===== config.mk =====
export PLATFORM = sky130hd
export DESIGN_NAME = muldiv_seq_flat
export DESIGN_NICKNAME = d
export VERILOG_FILES = /design/src/rtl/muldiv_pkg.sv /design/src/rtl/muldiv_seq_if.sv /design/src/rtl/md_decode.sv /design/src/rtl/muldiv_seq.sv /design/src/flat_wrapper.sv
export SDC_FILE = /design/constraint.sdc
export NUM_CORES = 1
export LEC_CHECK = 0
export ABC_AREA = 1
export CAP_MARGIN = 15
export CORE_MARGIN = 2
export CORE_UTILIZATION = 28
export CTS_CLUSTER_DIAMETER = 150
export DETAILED_ROUTE_END_ITERATION = 6
export PLACE_DENSITY_LB_ADDON = 0.15
export REMOVE_ABC_BUFFERS = 1
export SYNTH_ARGS = -nofsm -noshare
export SYNTH_HDL_FRONTEND = slang
export SYNTH_SLANG_ARGS = --single-unit

===== constraint.sdc =====
create_clock -name clk_i -period 2.49 [get_ports clk_i]
set_clock_uncertainty 0.15 [all_clocks]
set_input_delay 0.249 -clock clk_i [delete_from_list [all_inputs] [get_ports clk_i]]
set_output_delay 0.249 -clock clk_i [all_outputs]
set_load 0.005 [all_outputs]

===== src/rtl/muldiv_pkg.sv =====
// Shared types, opcode constants and funct3 helpers for the iterative RV32M unit.
package muldiv_pkg;

    typedef enum logic [2:0] {
        StIdle,
        StMul,
        StDiv,
        StFix,
        StDone
    } md_state_e;

    localparam logic [6:0] OP_RTYPE  = 7'b0110011;
    localparam logic [6:0] F7_MULDIV = 7'b0000001;

    localparam logic [2:0] F3_MUL    = 3'b000;
    localparam logic [2:0] F3_MULH   = 3'b001;
    localparam logic [2:0] F3_MULHSU = 3'b010;
    localparam logic [2:0] F3_MULHU  = 3'b011;
    localparam logic [2:0] F3_DIV    = 3'b100;
    localparam logic [2:0] F3_DIVU   = 3'b101;
    localparam logic [2:0] F3_REM    = 3'b110;
    localparam logic [2:0] F3_REMU   = 3'b111;

    function automatic logic f3_is_div(input logic [2:0] f3);
        return f3[2];
    endfunction

    function automatic logic f3_is_rem(input logic [2:0] f3);
        return f3[2] & f3[1];
    endfunction

    // High product half is wanted by every multiply except plain mul
    function automatic logic f3_hi_sel(input logic [2:0] f3);
        return (f3 == F3_MULH) || (f3 == F3_MULHSU) || (f3 == F3_MULHU);
    endfunction

    function automatic logic f3_a_signed(input logic [2:0] f3);
        return (f3 == F3_MULH) || (f3 == F3_MULHSU) || (f3 == F3_DIV) || (f3 == F3_REM);
    endfunction

    function automatic logic f3_b_signed(input logic [2:0] f3);
        return (f3 == F3_MULH) || (f3 == F3_DIV) || (f3 == F3_REM);
    endfunction

endpackage


===== src/rtl/muldiv_seq_if.sv =====
// Request/response bundle between the execute stage and the multiply/divide unit.
interface muldiv_seq_if #(
    parameter int unsigned XLEN = 32
) ();
    logic            start;
    logic [6:0]      op;
    logic [2:0]      funct3;
    logic [6:0]      funct7;
    logic [XLEN-1:0] rs1;
    logic [XLEN-1:0] rs2;
    logic            flush;
    logic            md_op;
    logic            stall;
    logic            busy;
    logic            done;
    logic [XLEN-1:0] result;

    modport master (
        output start, op, funct3, funct7, rs1, rs2, flush,
        input  md_op, stall, busy, done, result
    );

    modport slave (
        input  start, op, funct3, funct7, rs1, rs2, flush,
        output md_op, stall, busy, done, result
    );
endinterface


===== src/rtl/md_decode.sv =====
// Combinational decode of an R-type M-extension instruction into control flags.
module md_decode
    import muldiv_pkg::*;
(
    input  logic [6:0] op_i,
    input  logic [2:0] funct3_i,
    input  logic [6:0] funct7_i,
    output logic       md_op_o,
    output logic       is_div_o,
    output logic       is_rem_o,
    output logic       hi_sel_o,
    output logic       a_signed_o,
    output logic       b_signed_o
);

    // Flag decode from the instruction fields
    always_comb begin
        md_op_o    = (op_i == OP_RTYPE) && (funct7_i == F7_MULDIV);
        is_div_o   = f3_is_div(funct3_i);
        is_rem_o   = f3_is_rem(funct3_i);
        hi_sel_o   = f3_hi_sel(funct3_i);
        a_signed_o = f3_a_signed(funct3_i);
        b_signed_o = f3_b_signed(funct3_i);
    end

endmodule


===== src/rtl/muldiv_seq.sv =====
// Iterative RV32M execute unit: shift-add multiply and restoring divide on
// operand magnitudes, with a final sign fix-up step.
module muldiv_seq
    import muldiv_pkg::*;
#(
    parameter int unsigned XLEN = 32
) (
    input  logic        clk_i,
    input  logic        rst_ni,
    muldiv_seq_if.slave bus_io
);

    localparam int unsigned     CntW      = $clog2(XLEN);
    localparam logic [XLEN-1:0] SignedMin = {1'b1, {(XLEN-1){1'b0}}};

    md_state_e         state_q, state_d;
    logic [2:0]        f3_q, f3_d;
    logic              hi_sel_q, hi_sel_d;
    logic              neg_q, neg_d;
    logic [CntW-1:0]   cnt_q, cnt_d;
    logic [XLEN-1:0]   b_q, b_d;
    logic [XLEN-1:0]   result_q, result_d;
    // Multiply: {partial high, multiplier shifting out}; divide: {remainder, quotient}
    logic [2*XLEN-1:0] acc_q, acc_d;

    logic md_op, is_div, is_rem, hi_sel, a_signed, b_signed;

    md_decode u_decode (
        .op_i       (bus_io.op),
        .funct3_i   (bus_io.funct3),
        .funct7_i   (bus_io.funct7),
        .md_op_o    (md_op),
        .is_div_o   (is_div),
        .is_rem_o   (is_rem),
        .hi_sel_o   (hi_sel),
        .a_signed_o (a_signed),
        .b_signed_o (b_signed)
    );

    logic            a_neg, b_neg, accept, div_zero, div_ovf;
    logic [XLEN-1:0] a_abs, b_abs;

    assign a_neg    = a_signed & bus_io.rs1[XLEN-1];
    assign b_neg    = b_signed & bus_io.rs2[XLEN-1];
    assign a_abs    = a_neg ? -bus_io.rs1 : bus_io.rs1;
    assign b_abs    = b_neg ? -bus_io.rs2 : bus_io.rs2;
    // Flush outranks a same-cycle request
    assign accept   = (state_q == StIdle) & bus_io.start & md_op & ~bus_io.flush;
    assign div_zero = is_div & (bus_io.rs2 == '0);
    assign div_ovf  = is_div & a_signed & (bus_io.rs1 == SignedMin) & (bus_io.rs2 == '1);

    logic [XLEN:0]     mul_sum, div_shift, div_diff;
    logic [2*XLEN-1:0] mul_next, div_next, prod_signed;
    logic [XLEN-1:0]   div_pick, fix_val;

    // One shift-add / restoring step and the final signed result selection
    always_comb begin
        mul_sum   = {1'b0, acc_q[2*XLEN-1:XLEN]} + {1'b0, b_q};
        mul_next  = acc_q[0] ? {mul_sum, acc_q[XLEN-1:1]} : {1'b0, acc_q[2*XLEN-1:1]};

        // Remainder stays below the divisor, so bit XLEN of the difference is its sign
        div_shift = {acc_q[2*XLEN-1:XLEN], acc_q[XLEN-1]};
        div_diff  = div_shift - {1'b0, b_q};
        if (!div_diff[XLEN]) begin
            div_next = {div_diff[XLEN-1:0], acc_q[XLEN-2:0], 1'b1};
        end else begin
            div_next = {div_shift[XLEN-1:0], acc_q[XLEN-2:0], 1'b0};
        end

        // Negate the full product so the high half carries the borrow from the low half
        prod_signed = neg_q ? -acc_q : acc_q;
        div_pick    = f3_is_rem(f3_q) ? acc_q[2*XLEN-1:XLEN] : acc_q[XLEN-1:0];
        if (f3_is_div(f3_q)) begin
            fix_val = neg_q ? -div_pick : div_pick;
        end else if (hi_sel_q) begin
            fix_val = prod_signed[2*XLEN-1:XLEN];
        end else begin
            fix_val = prod_signed[XLEN-1:0];
        end
    end

    // Next-state and datapath register updates
    always_comb begin
        state_d  = state_q;
        f3_d     = f3_q;
        hi_sel_d = hi_sel_q;
        neg_d    = neg_q;
        cnt_d    = cnt_q;
        b_d      = b_q;
        acc_d    = acc_q;
        result_d = result_q;

        unique case (state_q)
            StIdle: begin
                if (accept) begin
                    f3_d     = bus_io.funct3;
                    hi_sel_d = hi_sel;
                    neg_d    = is_rem ? a_neg : (a_neg ^ b_neg);
                    cnt_d    = CntW'(XLEN - 1);
                    b_d      = b_abs;
                    acc_d    = {{XLEN{1'b0}}, a_abs};
                    if (div_zero) begin
                        result_d = is_rem ? bus_io.rs1 : '1;
                        state_d  = StDone;
                    end else if (div_ovf) begin
                        result_d = is_rem ? '0 : bus_io.rs1;
                        state_d  = StDone;
                    end else begin
                        state_d = is_div ? StDiv : StMul;
                    end
                end
            end
            StMul: begin
                acc_d = mul_next;
                cnt_d = cnt_q - 1'b1;
                if (cnt_q == '0) state_d = StFix;
            end
            StDiv: begin
                acc_d = div_next;
                cnt_d = cnt_q - 1'b1;
                if (cnt_q == '0) state_d = StFix;
            end
            StFix: begin
                result_d = fix_val;
                state_d  = StDone;
            end
            StDone: begin
                state_d = StIdle;
            end
            default: begin
                state_d = StIdle;
            end
        endcase

        // Abort drops the operation without touching the visible result
        if (bus_io.flush && (state_q != StIdle)) begin
            state_d  = StIdle;
            result_d = result_q;
        end
    end

    // State and datapath registers with synchronous active-low reset
    always_ff @(posedge clk_i) begin
        if (!rst_ni) begin
            state_q  <= StIdle;
            f3_q     <= '0;
            hi_sel_q <= 1'b0;
            neg_q    <= 1'b0;
            cnt_q    <= '0;
            b_q      <= '0;
            acc_q    <= '0;
            result_q <= '0;
        end else begin
            state_q  <= state_d;
            f3_q     <= f3_d;
            hi_sel_q <= hi_sel_d;
            neg_q    <= neg_d;
            cnt_q    <= cnt_d;
            b_q      <= b_d;
            acc_q    <= acc_d;
            result_q <= result_d;
        end
    end

    assign bus_io.md_op  = md_op;
    assign bus_io.stall  = (bus_io.start & md_op & (state_q == StIdle)) |
                           (state_q == StMul) | (state_q == StDiv) | (state_q == StFix);
    assign bus_io.busy   = (state_q != StIdle);
    assign bus_io.done   = (state_q == StDone);
    assign bus_io.result = result_q;

endmodule


===== src/flat_wrapper.sv =====
// flat-port wrapper written by rule: the top's interface ports become plain ports
module muldiv_seq_flat import muldiv_pkg::*;
#(
    parameter int unsigned XLEN = 32
)
  (clk_i, rst_ni, bus_io_start, bus_io_op, bus_io_funct3, bus_io_funct7, bus_io_rs1, bus_io_rs2, bus_io_flush, bus_io_md_op, bus_io_stall, bus_io_busy, bus_io_done, bus_io_result);
  muldiv_seq_if #(.XLEN(XLEN)) bus_io_i ();
  input  logic clk_i;
  input  logic rst_ni;
  input wire logic [$bits(bus_io_i.start)-1:0] bus_io_start;
  input wire logic [$bits(bus_io_i.op)-1:0] bus_io_op;
  input wire logic [$bits(bus_io_i.funct3)-1:0] bus_io_funct3;
  input wire logic [$bits(bus_io_i.funct7)-1:0] bus_io_funct7;
  input wire logic [$bits(bus_io_i.rs1)-1:0] bus_io_rs1;
  input wire logic [$bits(bus_io_i.rs2)-1:0] bus_io_rs2;
  input wire logic [$bits(bus_io_i.flush)-1:0] bus_io_flush;
  output wire logic [$bits(bus_io_i.md_op)-1:0] bus_io_md_op;
  output wire logic [$bits(bus_io_i.stall)-1:0] bus_io_stall;
  output wire logic [$bits(bus_io_i.busy)-1:0] bus_io_busy;
  output wire logic [$bits(bus_io_i.done)-1:0] bus_io_done;
  output wire logic [$bits(bus_io_i.result)-1:0] bus_io_result;
  assign bus_io_i.start = bus_io_start;
  assign bus_io_i.op = bus_io_op;
  assign bus_io_i.funct3 = bus_io_funct3;
  assign bus_io_i.funct7 = bus_io_funct7;
  assign bus_io_i.rs1 = bus_io_rs1;
  assign bus_io_i.rs2 = bus_io_rs2;
  assign bus_io_i.flush = bus_io_flush;
  assign bus_io_md_op = bus_io_i.md_op;
  assign bus_io_stall = bus_io_i.stall;
  assign bus_io_busy = bus_io_i.busy;
  assign bus_io_done = bus_io_i.done;
  assign bus_io_result = bus_io_i.result;
  muldiv_seq #(.XLEN(XLEN)) u_core (.clk_i(clk_i), .rst_ni(rst_ni), .bus_io(bus_io_i));
endmodule

==> summary.md, run 1 <==
- worst min-delay path class: input port to flip-flop
- final count of hold timing violations: 0
- CP max FO: 8
- Area Growth Syn to Fin: 52.7%
- number of vias after detailed routing: 23100
- initial core utilization: 28.2%
- total power of the final layout: 6.41 mW
- gate family responsible for the most delay along the worst path: simple AND/OR/NAND/NOR gates
- Async S/R FF share, synth: 0%
- buffers from clock root to sink, at most: 2
- maximum frequency from static timing analysis: 0.371 GHz
- average routed wire per standard cell: 19.0 um
- fin worst setup slack: -0.203 ns
- worst path arrival time: 2.99 ns
- library cell contributing the largest single delay on the critical path: sky130_fd_sc_hd__fa_2
- data required time at the worst endpoint: 2.79 ns
- gate count after technology mapping: 3064
- post-synthesis area per instance: 5.54 sq um
- final WL: 86.3 mm
- sequential cell area fraction in the yosys report: 16.5%
- # setup viols final: 34
- Worst-Margin Slew: 0.805 ns
- Remaining Overflow, GRT: 0
- Initial DRT Pass Iterations: 5
- Reg2Reg Launch Point: u_core.acc_q[31]
- number of nets at the end of the flow: 3905
- all-layer global routing usage: 27.1%
- later-pin clock latency in the skew report: 0.52 ns
- post-synthesis share of cell area spent on and, or, nand and nor gates: 39.3%
- maximum resistive drop on vdd: 0.397 mV
- initial antenna violation count: 0
- die outline area: 62600 sq um
- Fill cells: 6577
- total number of yosys warnings: 0
- failing checks: negative setup slack
- number of synthesized register bits: 140
- CP bufs+invs: 4
- final period utilization: 108%
- buffer type at the clock tree root: sky130_fd_sc_hd__clkbuf_16
- Placement Setup Slack: -0.574 ns
- adder and majority gate portion of the synthesized area: 5.47%
- count of final max-slew check failures: 0
- maximum number of pins on one net before global-route repair: 94
- count of max-cap constraint violations: 0
- dominant cells by area after synthesis: sky130_fd_sc_hd__dfxtp_1 (17%), sky130_fd_sc_hd__nand2_1 (16%), sky130_fd_sc_hd__nand3_1 (9.9%)
- Critical Path Sink Type: flip-flop
- antenna-violating nets left: 0
- multi-input combinational cell area: 13400 sq um
- complex-gate fraction of the synthesized area: 25.1%
- total inserted antenna cells: 0
- die height: 250 um
- multiplexer fraction of the synthesized cell area: 0%
- port bufs: 120
- post-synthesis xor/xnor area fraction: 2.74%
- row cnt: 90
- launching element of the worst setup path: u_core.acc_q[31]
- DRC violations left: 0
- post-layout utilization of the core: 43.1%
- cell leakage power: 12.8 nW
- worst setup slack for register-to-register paths: -0.20 ns
- Hold Slack: 0.0494 ns
- combinational family with the most area after synthesis: simple AND/OR/NAND/NOR gates
- netlist area before placement: 17000 sq um
- clock transition time at the flip-flop clock pins of the worst setup and hold paths: 0.07 ns
- portion of synthesized cell area occupied by the leading cell type: 16.5%
- EDFF count, synth: 0
- fraction of layout instances using a drive strength above 1: 27.3%
- result of the run: finished with violations
- I/O Pins: 121
- Slew Limit Headroom: 46.3%
- CTS buffer count: 17
- hold wc startpoint: rst_ni
- via count of the first global-routing pass: 22100
- die width: 250 um
- area used by sequential logic in the layout: 2820 sq um
- count of different cell masters after synthesis: 49
- biggest cell delay along the critical path: 0.41 ns
- type of element launching the critical path: flip-flop
- cell-by-cell trace of the critical path: inv_4 > ha_4 > inv_4 > fa_2 > nand2_2 > nand2_2 > and2_4 > nand2_4 > nand2_4 > nand3_4 > nand2_4 > nand2_4 > nand2_2 > nand2_2 > nand2_4 > buf_12 > buf_12 > nand2_2 > nand3_2 > a21oi_2
- unrepaired setup endpoints after global routing: yes
- Num Clock Sinks: 140
- type of the worst setup path: flip-flop to flip-flop
- area of the core: 60100 sq um
- total power density per cell area: 248 nW/um^2
- commonest register cell after synthesis: sky130_fd_sc_hd__dfxtp_1
- Iter 0 DRT Violations: 1933
- time the final worst path needs with I/O delays and setup: 2.69 ns
- library cell with the largest summed area after synthesis: sky130_fd_sc_hd__dfxtp_1
- final weighted congestion in routability-driven placement: 0.976
- TritonCTS clock tree: done
- Vias per Instance: 5.09
- total number of H-tree levels: 4
- final HPWL from detailed placement: 68.0 mm
- wire length of the first global-routing pass: 130 mm
path summary, 6_finish.rpt:
kind / to / depth (start not counted)
hold reg to reg: u_core.bus_io.result[10] / 2
setup / recovery: u_core.acc_q[40] / 20
hold / removal: u_core.bus_io.result[22] / 3
setup reg to reg: u_core.acc_q[40] / 20
flip-flops by register name (all words and copies together) (netlist names):
signal,flops
u_core.state_q,3
u_core.hi_sel_q,1
u_core.neg_q,1
u_core.cnt_q,5
u_core.bus_io.result,32
u_core.f3_q,2
u_core.acc_q,64
u_core.b_q,32
metal layers:
| layer | global-route usage, % | routed length [um] |
|---|---|---|
| met5 | 0 | 0 |
| met4 | 12.2 | 3940 |
| met3 | 4.05 | 4540 |
| met2 | 46.0 | 40600 |
| met1 | 33.8 | 37200 |
report_power, final:
part / leakage [nW] / internal, mW / switching, mW
clock network: 0.336 / 2.02 / 1.25
logic: 11.3 / 0.439 / 0.468
registers: 1.13 / 2.24 / 0.00104
total: 12.8 / 4.70 / 1.72
cells in the final DEF (no fill, tap or decap), types with 21 or more instances in the layout:
cell type and count:
sky130_fd_sc_hd__inv_1 297, sky130_fd_sc_hd__nor2_1 303, sky130_fd_sc_hd__o21ai_0 279, sky130_fd_sc_hd__o21ai_1 43
sky130_fd_sc_hd__buf_12 24, sky130_fd_sc_hd__nor2_2 34, sky130_fd_sc_hd__a21oi_2 32, sky130_fd_sc_hd__nand3_1 281
sky130_fd_sc_hd__dfxtp_1 128, sky130_fd_sc_hd__clkdlybuf4s50_1 119, sky130_fd_sc_hd__nand2_2 68, sky130_fd_sc_hd__a221oi_1 33
sky130_fd_sc_hd__buf_4 631, sky130_fd_sc_hd__inv_2 21, sky130_fd_sc_hd__a21oi_1 303, sky130_fd_sc_hd__nand3_2 51
sky130_fd_sc_hd__nand4_1 48, sky130_fd_sc_hd__ha_1 66, sky130_fd_sc_hd__xnor2_1 26, sky130_fd_sc_hd__nand2_1 655
sky130_fd_sc_hd__nor3_1 26, sky130_fd_sc_hd__xor2_1 25
synth_stat cells (4+ instances only):
master,instances
sky130_fd_sc_hd__o21ai_2,12
sky130_fd_sc_hd__nand3_1,335
sky130_fd_sc_hd__o31ai_1,4
sky130_fd_sc_hd__dfxtp_1,140
sky130_fd_sc_hd__xor2_1,25
sky130_fd_sc_hd__ha_1,71
sky130_fd_sc_hd__clkbuf_1,86
sky130_fd_sc_hd__nand2_2,4
sky130_fd_sc_hd__a31oi_1,4
sky130_fd_sc_hd__nor4_1,12
sky130_fd_sc_hd__nor3_1,30
sky130_fd_sc_hd__o22ai_1,10
sky130_fd_sc_hd__buf_6,10
sky130_fd_sc_hd__nor2_1,344
sky130_fd_sc_hd__buf_2,25
sky130_fd_sc_hd__o21ai_1,24
sky130_fd_sc_hd__o21a_1,9
sky130_fd_sc_hd__inv_2,11
sky130_fd_sc_hd__nand2_1,734
sky130_fd_sc_hd__inv_1,317
sky130_fd_sc_hd__a221oi_1,33
sky130_fd_sc_hd__a21oi_1,333
sky130_fd_sc_hd__nor3_2,7
sky130_fd_sc_hd__nand3b_1,17
sky130_fd_sc_hd__nor2_2,5
sky130_fd_sc_hd__xnor2_1,28
sky130_fd_sc_hd__a211oi_1,10
sky130_fd_sc_hd__buf_1,11
sky130_fd_sc_hd__o211ai_1,13
sky130_fd_sc_hd__nand4_1,48
sky130_fd_sc_hd__o21bai_1,7
sky130_fd_sc_hd__a21o_1,7
sky130_fd_sc_hd__o21ai_0,311
worst register-to-register path: stages, from the launching register on:
cell and delay, ns:
sky130_fd_sc_hd__dfxtp_2 0.34, sky130_fd_sc_hd__inv_4 0.09, sky130_fd_sc_hd__ha_4 0.15, sky130_fd_sc_hd__inv_4 0.04
sky130_fd_sc_hd__fa_2 0.41, sky130_fd_sc_hd__nand2_2 0.09, sky130_fd_sc_hd__nand2_2 0.07, sky130_fd_sc_hd__and2_4 0.15
sky130_fd_sc_hd__nand2_4 0.06, sky130_fd_sc_hd__nand2_4 0.05, sky130_fd_sc_hd__nand3_4 0.07, sky130_fd_sc_hd__nand2_4 0.08
sky130_fd_sc_hd__nand2_4 0.08, sky130_fd_sc_hd__nand2_2 0.06, sky130_fd_sc_hd__nand2_2 0.08, sky130_fd_sc_hd__nand2_4 0.08
sky130_fd_sc_hd__buf_12 0.15, sky130_fd_sc_hd__buf_12 0.15, sky130_fd_sc_hd__nand2_2 0.06, sky130_fd_sc_hd__nand3_2 0.07
sky130_fd_sc_hd__a21oi_2 0.16
per-stage QoR:
stage	setup TNS [ns]	cells	cell area [sq um]
after global placement	-34.56	4476	23600
after global routing	-10.00	4542	25900
after CTS	-6.31	4523	24800
final	-5.32	4542	25900
after floorplan	-142.30	2931	16400
after detailed placement	-38.15	4476	23600
logic make-up after synthesis:
kind of cell / Yosys count
fa+ha+maj: 73
flops: 140
buf+inv: 464
simple gates: 1551
compound gates: 783
xor+xnor: 53
final cells by class:
type,count,share of cell area (%)
inverter,331,4.94
clock buffer,20,1.76
clock inverter,12,0.927
sequential,140,10.9
tap,782,3.78
timing repair buffer,796,25.9
multi-input combinational,2461,51.8
what timing repair did:
action	4_1_cts	5_1_grt
pin swaps	31	92
setup buffers	14	17
gates cloned	3	4
endpoints found under the setup margin	60	70
hold buffers	0	0
gates resized for setup	104	265
hold endpoints to repair	0	0
Power figures use the tool's default switching activity.
==> inputs of run 2 (changes only) <==
- PLACE_DENSITY_LB_ADDON: 0.15 -> unset
==> run 2 against run 1 <==
Net effect: the run still ends with negative setup slack left; routed wire length increased by 0.25%; combinational power increased by 2%; clock-buffer cell count is 4 higher; sequential share of layout area barely moved; via count is 2.9% higher; register-to-register slack worse by 0.08 ns; die area unchanged; flip-flop and latch count is the same; global-route usage fell by 0.28 points; critical path type unchanged; largest cell class unchanged; highest routed layer is now met5.
==> summary.md, run 2 (synthesis gave the netlist of run 1 again) <==
- number of cells on the worst reg-to-reg path: 20
- average routed wire per standard cell: 19.0 um
- initial core utilization: 28.2%
- data required time at the worst endpoint: 2.78 ns
- maximum number of pins on one net before global-route repair: 94
- die width: 250 um
- die outline area: 62600 sq um
- Worst-Margin Slew: 0.763 ns
- failing checks: negative setup slack
- via count of the first global-routing pass: 22400
- final count of hold timing violations: 0
- time the final worst path needs with I/O delays and setup: 2.77 ns
- worst setup slack for register-to-register paths: -0.28 ns
- CP max FO: 8
- total power density per cell area: 218 nW/um^2
- initial antenna violation count: 1
- die height: 250 um
- Levels on crit path: 20
- final-layout setup total negative slack: -7.62 ns
- I/O Pins: 121
- count of final max-slew check failures: 0
- Area Growth Syn to Fin: 52.7%
- Remaining Overflow, GRT: 0
- Initial DRT Pass Iterations: 6
- final HPWL from detailed placement: 67.4 mm
- all-layer global routing usage: 26.8%
- row cnt: 90
- final WL: 86.5 mm
- fin worst setup slack: -0.278 ns
- multi-input combinational cell area: 13500 sq um
- port bufs: 120
- area used by sequential logic in the layout: 2820 sq um
- Fill cells: 6509
- type of the worst setup path: flip-flop to flip-flop
- Reg2Reg Launch Point: u_core.acc_q[31]
- later-pin clock latency in the skew report: 0.51 ns
- unrepaired setup endpoints after global routing: yes
- total number of H-tree levels: 4
- cell leakage power: 12.8 nW
- DRC violations left: 0
- library cell contributing the largest single delay on the critical path: sky130_fd_sc_hd__fa_2
- hold_buf cts: 0
- number of vias after detailed routing: 23800
- CP most frequent cell: sky130_fd_sc_hd__nand2_4
- count of max-cap constraint violations: 0
- result of the run: finished with violations
- total power of the final layout: 5.65 mW
- CP bufs+invs: 4
- Num Clock Sinks: 140
- TritonCTS clock tree: done
- Critical Path Sink Type: flip-flop
- CTS buffer count: 17
- cell-by-cell trace of the critical path: inv_4 > ha_4 > inv_4 > fa_2 > nand2_2 > nand2_2 > and2_4 > nand2_2 > nand2_2 > nand3_2 > nand2_4 > nand2_4 > nand2_4 > nand2_4 > nand2_4 > buf_12 > buf_12 > nand2_1 > nand3_1 > a21oi_2
- worst min-delay path class: input port to flip-flop
- endpoint of the worst register-to-register path: u_core.acc_q[36]
- number of nets at the end of the flow: 3917
- endpoint of the most critical setup path: u_core.acc_q[36]
- # setup viols final: 40
- antenna-violating nets left: 0
- maximum resistive drop on vdd: 0.535 mV
- launching element of the worst setup path: u_core.acc_q[31]
- type of element launching the critical path: flip-flop
- final weighted congestion in routability-driven placement: 1.04
- max FFs per register: 64
- final period utilization: 111%
- maximum frequency from static timing analysis: 0.361 GHz
- wire length of the first global-routing pass: 129 mm
- worst path arrival time: 3.06 ns
- clock transition time at the flip-flop clock pins of the worst setup and hold paths: 0.07 ns
- buffer type at the clock tree root: sky130_fd_sc_hd__clkbuf_16
- buffers from clock root to sink, at most: 2
- gate family responsible for the most delay along the worst path: simple AND/OR/NAND/NOR gates
- area of the core: 60100 sq um
- Iter 0 DRT Violations: 2000
- fraction of layout instances using a drive strength above 1: 27.7%
- top library cells by usage in the layout, fill and taps aside: sky130_fd_sc_hd__nand2_1 (647), sky130_fd_sc_hd__buf_4 (643), sky130_fd_sc_hd__nor2_1 (307)
- biggest cell delay along the critical path: 0.40 ns
- register containing the most flip-flops in the final layout: u_core.acc_q
- Slew Limit Headroom: 49.1%
- leading cell type in the layout, fill and taps excluded: sky130_fd_sc_hd__nand2_1
- Vias per Instance: 5.23
-- run 2: worst min-delay path by stage --
stage | from | endpoint | slack, ns | cells past startpoint
6_report | rst_ni | u_core.bus_io.result[27] | 0.13 | 4
3_5_place_dp | u_core.bus_io.result[8] | u_core.bus_io.result[8] | 0.31 | 2
2_1_floorplan | rst_ni | u_core.acc_q[50] | 0.20 | 2
5_1_grt | rst_ni | u_core.bus_io.result[27] | 0.15 | 4
3_3_place_gp | u_core.bus_io.result[0] | u_core.bus_io.result[0] | 0.31 | 2
4_1_cts | rst_ni | u_core.bus_io.result[27] | 0.12 | 4
-- run 2: where the power goes --
part | switching (mW) | internal (mW) | total, mW
Clock | 1.16 | 1.33 | 2.49
Combinational | 0.481 | 0.446 | 0.926
Sequential | 0.00101 | 2.24 | 2.24
Total | 1.64 | 4.01 | 5.65
-- run 2: what timing repair did --
item	4_1_cts	5_1_grt
hold endpoints to repair	0	0
buffers inserted	16	20
gates cloned	2	5
pin swaps	33	117
resized for setup	94	294
endpoints found under the setup margin	60	74
-- run 2: per-layer routing --
| metal | GRT usage, % | vias to the layer above | part of all wire (%) |
|---|---|---|---|
| met5 | 0 | - | 0.015 |
| met4 | 12.5 | 2 | 4.6 |
| met3 | 3.83 | 194 | 6.4 |
| li1 | - | 11700 | - |
| met1 | 33.7 | 11000 | 42 |
| met2 | 45.2 | 901 | 47 |
-- run 2: tightest hold or removal path, delay by kind of cell --
family / cells / cell delay (ns)
compound gates: 1 / 0.12
buf+inv: 3 / 0.35
-- run 2: through the flow --
stage / cell area, sq um / utilization (%) / setup WS (ns) / cells / hold WS [ns]
after floorplan: 16400 / - / -1.72 / 2931 / 0.197
after global placement: 23700 / 39.4 / -0.461 / 4483 / 0.308
after detailed placement: 23700 / 39.4 / -0.541 / 4483 / 0.310
after CTS: 24600 / 40.9 / -0.172 / 4529 / 0.115
after global routing: 25900 / 43.1 / -0.378 / 4552 / 0.151
final: 25900 / 43.1 / -0.278 / 4553 / 0.131
-- run 2: cell type report --
type,count,area share (%)
Antenna cell,1,0.00966
Clock buffer,24,1.86
Clock inverter,6,0.155
Inverter,331,4.90
Multi-Input combinational cell,2460,52.0
Sequential cell,140,10.9
Tap cell,782,3.78
Timing Repair Buffer,809,26.5
==> inputs of run 3 (changes only) <==
- clock period: 2.49 -> 3.47 ns (I/O delays scaled with it)
==> run 3 against run 2 <==
Net effect: the run now ends clean; global-route usage decreased by 3.0 points; hold slack improved by 0.093 ns; via count decreased by 12%; die area unchanged; non-clock buffer count decreased by 614; first-iteration DRC count increased by 8.0%; cell area decreased by 23%; core utilization decreased by 10 points; sequential share of layout area increased by 3.3 points; total power decreased by 25%; combinational power decreased by 46%.
==> summary.md, run 3 (synthesis gave the netlist of run 1 again) <==
- clock transition time at the flip-flop clock pins of the worst setup and hold paths: 0.07 ns
- cell leakage power: 9.40 nW
- Reg2Reg Launch Point: u_core.acc_q[31]
- fraction of layout instances using a drive strength above 1: 5.10%
- wire length of the first global-routing pass: 116 mm
- data required time at the worst endpoint: 3.72 ns
- worst path arrival time: 3.46 ns
- row cnt: 90
- initial antenna violation count: 0
- Slew Limit Headroom: 51.8%
- type of element launching the critical path: flip-flop
- Iter 0 DRT Violations: 2159
- die width: 250 um
- TritonCTS clock tree: done
- Fill cells: 6842
- final WL: 75.0 mm
- # resized after CTS: 0
- via count of the first global-routing pass: 19800
- Vias per Instance: 5.34
- final period utilization: 92.5%
- die height: 250 um
- CP max FO: 29
- top library cells by usage in the layout, fill and taps aside: sky130_fd_sc_hd__nand2_1 (733), sky130_fd_sc_hd__nor2_1 (344), sky130_fd_sc_hd__nand3_1 (335)
- CTS buffer count: 17
- endpoint of the most critical setup path: u_core.acc_q[58]
- Remaining Overflow, GRT: 0
- number of vias after detailed routing: 21100
- register containing the most flip-flops in the final layout: u_core.acc_q
- time the final worst path needs with I/O delays and setup: 3.21 ns
- maximum resistive drop on vdd: 0.427 mV
- I/O Pins: 121
- max FFs per register: 64
- average routed wire per standard cell: 19.0 um
- buffer type at the clock tree root: sky130_fd_sc_hd__clkbuf_16
- all-layer global routing usage: 23.8%
- final weighted congestion in routability-driven placement: 1.05
- count of final max-slew check failures: 0
- total number of H-tree levels: 4
- number of nets at the end of the flow: 3303
- final count of hold timing violations: 0
- DRC violations left: 0
- total power of the final layout: 4.24 mW
- maximum frequency from static timing analysis: 0.312 GHz
- Num Clock Sinks: 140
- later-pin clock latency in the skew report: 0.52 ns
- endpoint of the worst register-to-register path: u_core.acc_q[58]
- result of the run: completed
- Critical Path Sink Type: flip-flop
- Worst-Margin Slew: 0.722 ns
- worst min-delay path class: input port to flip-flop
- Initial DRT Pass Iterations: 6
- port bufs: 120
- number of setup buffers added after CTS: 0
- worst setup slack for register-to-register paths: 0.26 ns
- maximum number of pins on one net before global-route repair: 67
- multi-input combinational cell area: 12300 sq um
- launching element of the worst setup path: u_core.acc_q[31]
- Area Growth Syn to Fin: 16.9%
- count of max-cap constraint violations: 0
- area used by sequential logic in the layout: 2800 sq um
- number of cells on the worst reg-to-reg path: 20
- hold_buf cts: 0
- die outline area: 62600 sq um
- area of the core: 60100 sq um
- buffers from clock root to sink, at most: 2
- # setup viols final: 0
- total power density per cell area: 214 nW/um^2
- leading cell type in the layout, fill and taps excluded: sky130_fd_sc_hd__nand2_1
- Hold Slack: 0.224 ns
- type of the worst setup path: flip-flop to flip-flop
- antenna-violating nets left: 0
- final HPWL from detailed placement: 59.9 mm
- unrepaired setup endpoints after global routing: no
- initial core utilization: 28.2%
run 3: cell count changes in the layout (fill, tap and decap cells not counted), sizes merged:
cell	delta
clkbuf	-8
clkinvlp	-8
dlymetal6s2s	-2
inv	+9
clkinv	+1
bufinv	+4
clkdlybuf4s50	+2
buf	-610
run 3: worst min-delay path by stage:
| stage | startpoint | end | slack, ns | depth (start not counted) |
|---|---|---|---|---|
| after global placement | u_core.bus_io.result[4] | u_core.bus_io.result[4] | 0.31 | 2 |
| after floorplan | rst_ni | u_core.acc_q[50] | 0.29 | 2 |
| after CTS | rst_ni | u_core.b_q[29] | 0.19 | 3 |
| after detailed placement | u_core.bus_io.result[2] | u_core.bus_io.result[2] | 0.31 | 2 |
| after global routing | rst_ni | u_core.b_q[8] | 0.24 | 3 |
| final | rst_ni | u_core.b_q[24] | 0.22 | 3 |
run 3: metrics by stage:
| stage | utilization (%) | std cells | instance area [sq um] | setup WS [ns] | setup TNS [ns] |
|---|---|---|---|---|---|
| final | 33.0 | 3941 | 19800 | 0.261 | 0 |
| after global routing | 33.0 | 3940 | 19800 | 0.0301 | 0 |
| after CTS | 33.0 | 3940 | 19800 | 0.325 | 0 |
| after detailed placement | 31.9 | 3908 | 19200 | 0.154 | 0 |
| after global placement | 31.9 | 3908 | 19200 | 0.257 | 0 |
| after floorplan | - | 2931 | 16400 | -0.737 | -41.77 |
run 3: where the power goes:
part	leakage [nW]	switching, mW	total (mW)	internal (mW)
Combinational	7.97	0.303	0.498	0.195
Clock	0.308	0.887	2.13	1.25
Sequential	1.13	0.00139	1.61	1.61
run 3: area by class of cell:
cell class	count	share of cell area [%]
multi-input combinational	2460	62.1
sequential	140	14.1
timing repair buffer	195	9.31
inverter	331	6.26
tap	782	4.93
clock buffer	20	2.30
clock inverter	12	0.927
antenna	1	0.0126
run 3: routing by layer:
| metal | up-vias | GRT usage (%) | wire length [um] |
|---|---|---|---|
| li1 | 10500 | - | - |
| met1 | 9625 | 31.1 | 33300 |
| met4 | 0 | 10.2 | 2920 |
| met2 | 812 | 38.8 | 34000 |
| met3 | 131 | 3.60 | 4850 |
| met5 | - | 0 | 0 |
run 3: worst max-delay path, cell delays in order (launching register included):
cell                      delay [ns]
sky130_fd_sc_hd__dfxtp_1        0.36
sky130_fd_sc_hd__inv_1          0.25
sky130_fd_sc_hd__ha_1           0.20
sky130_fd_sc_hd__inv_1          0.06
sky130_fd_sc_hd__fa_1           0.37
sky130_fd_sc_hd__nand2_1        0.12
sky130_fd_sc_hd__nand2_1        0.09
sky130_fd_sc_hd__and2_1         0.19
sky130_fd_sc_hd__nand2_1        0.07
sky130_fd_sc_hd__nand2_1        0.07
sky130_fd_sc_hd__nand3_1        0.07
sky130_fd_sc_hd__nand2_1        0.12
sky130_fd_sc_hd__nand2_1        0.17
sky130_fd_sc_hd__nand3_1        0.11
sky130_fd_sc_hd__nand2_1        0.16
sky130_fd_sc_hd__buf_12         0.19
sky130_fd_sc_hd__nand2_1        0.07
sky130_fd_sc_hd__nand3_1        0.07
sky130_fd_sc_hd__nand3_1        0.08
sky130_fd_sc_hd__nand2_1        0.06
sky130_fd_sc_hd__inv_1          0.04
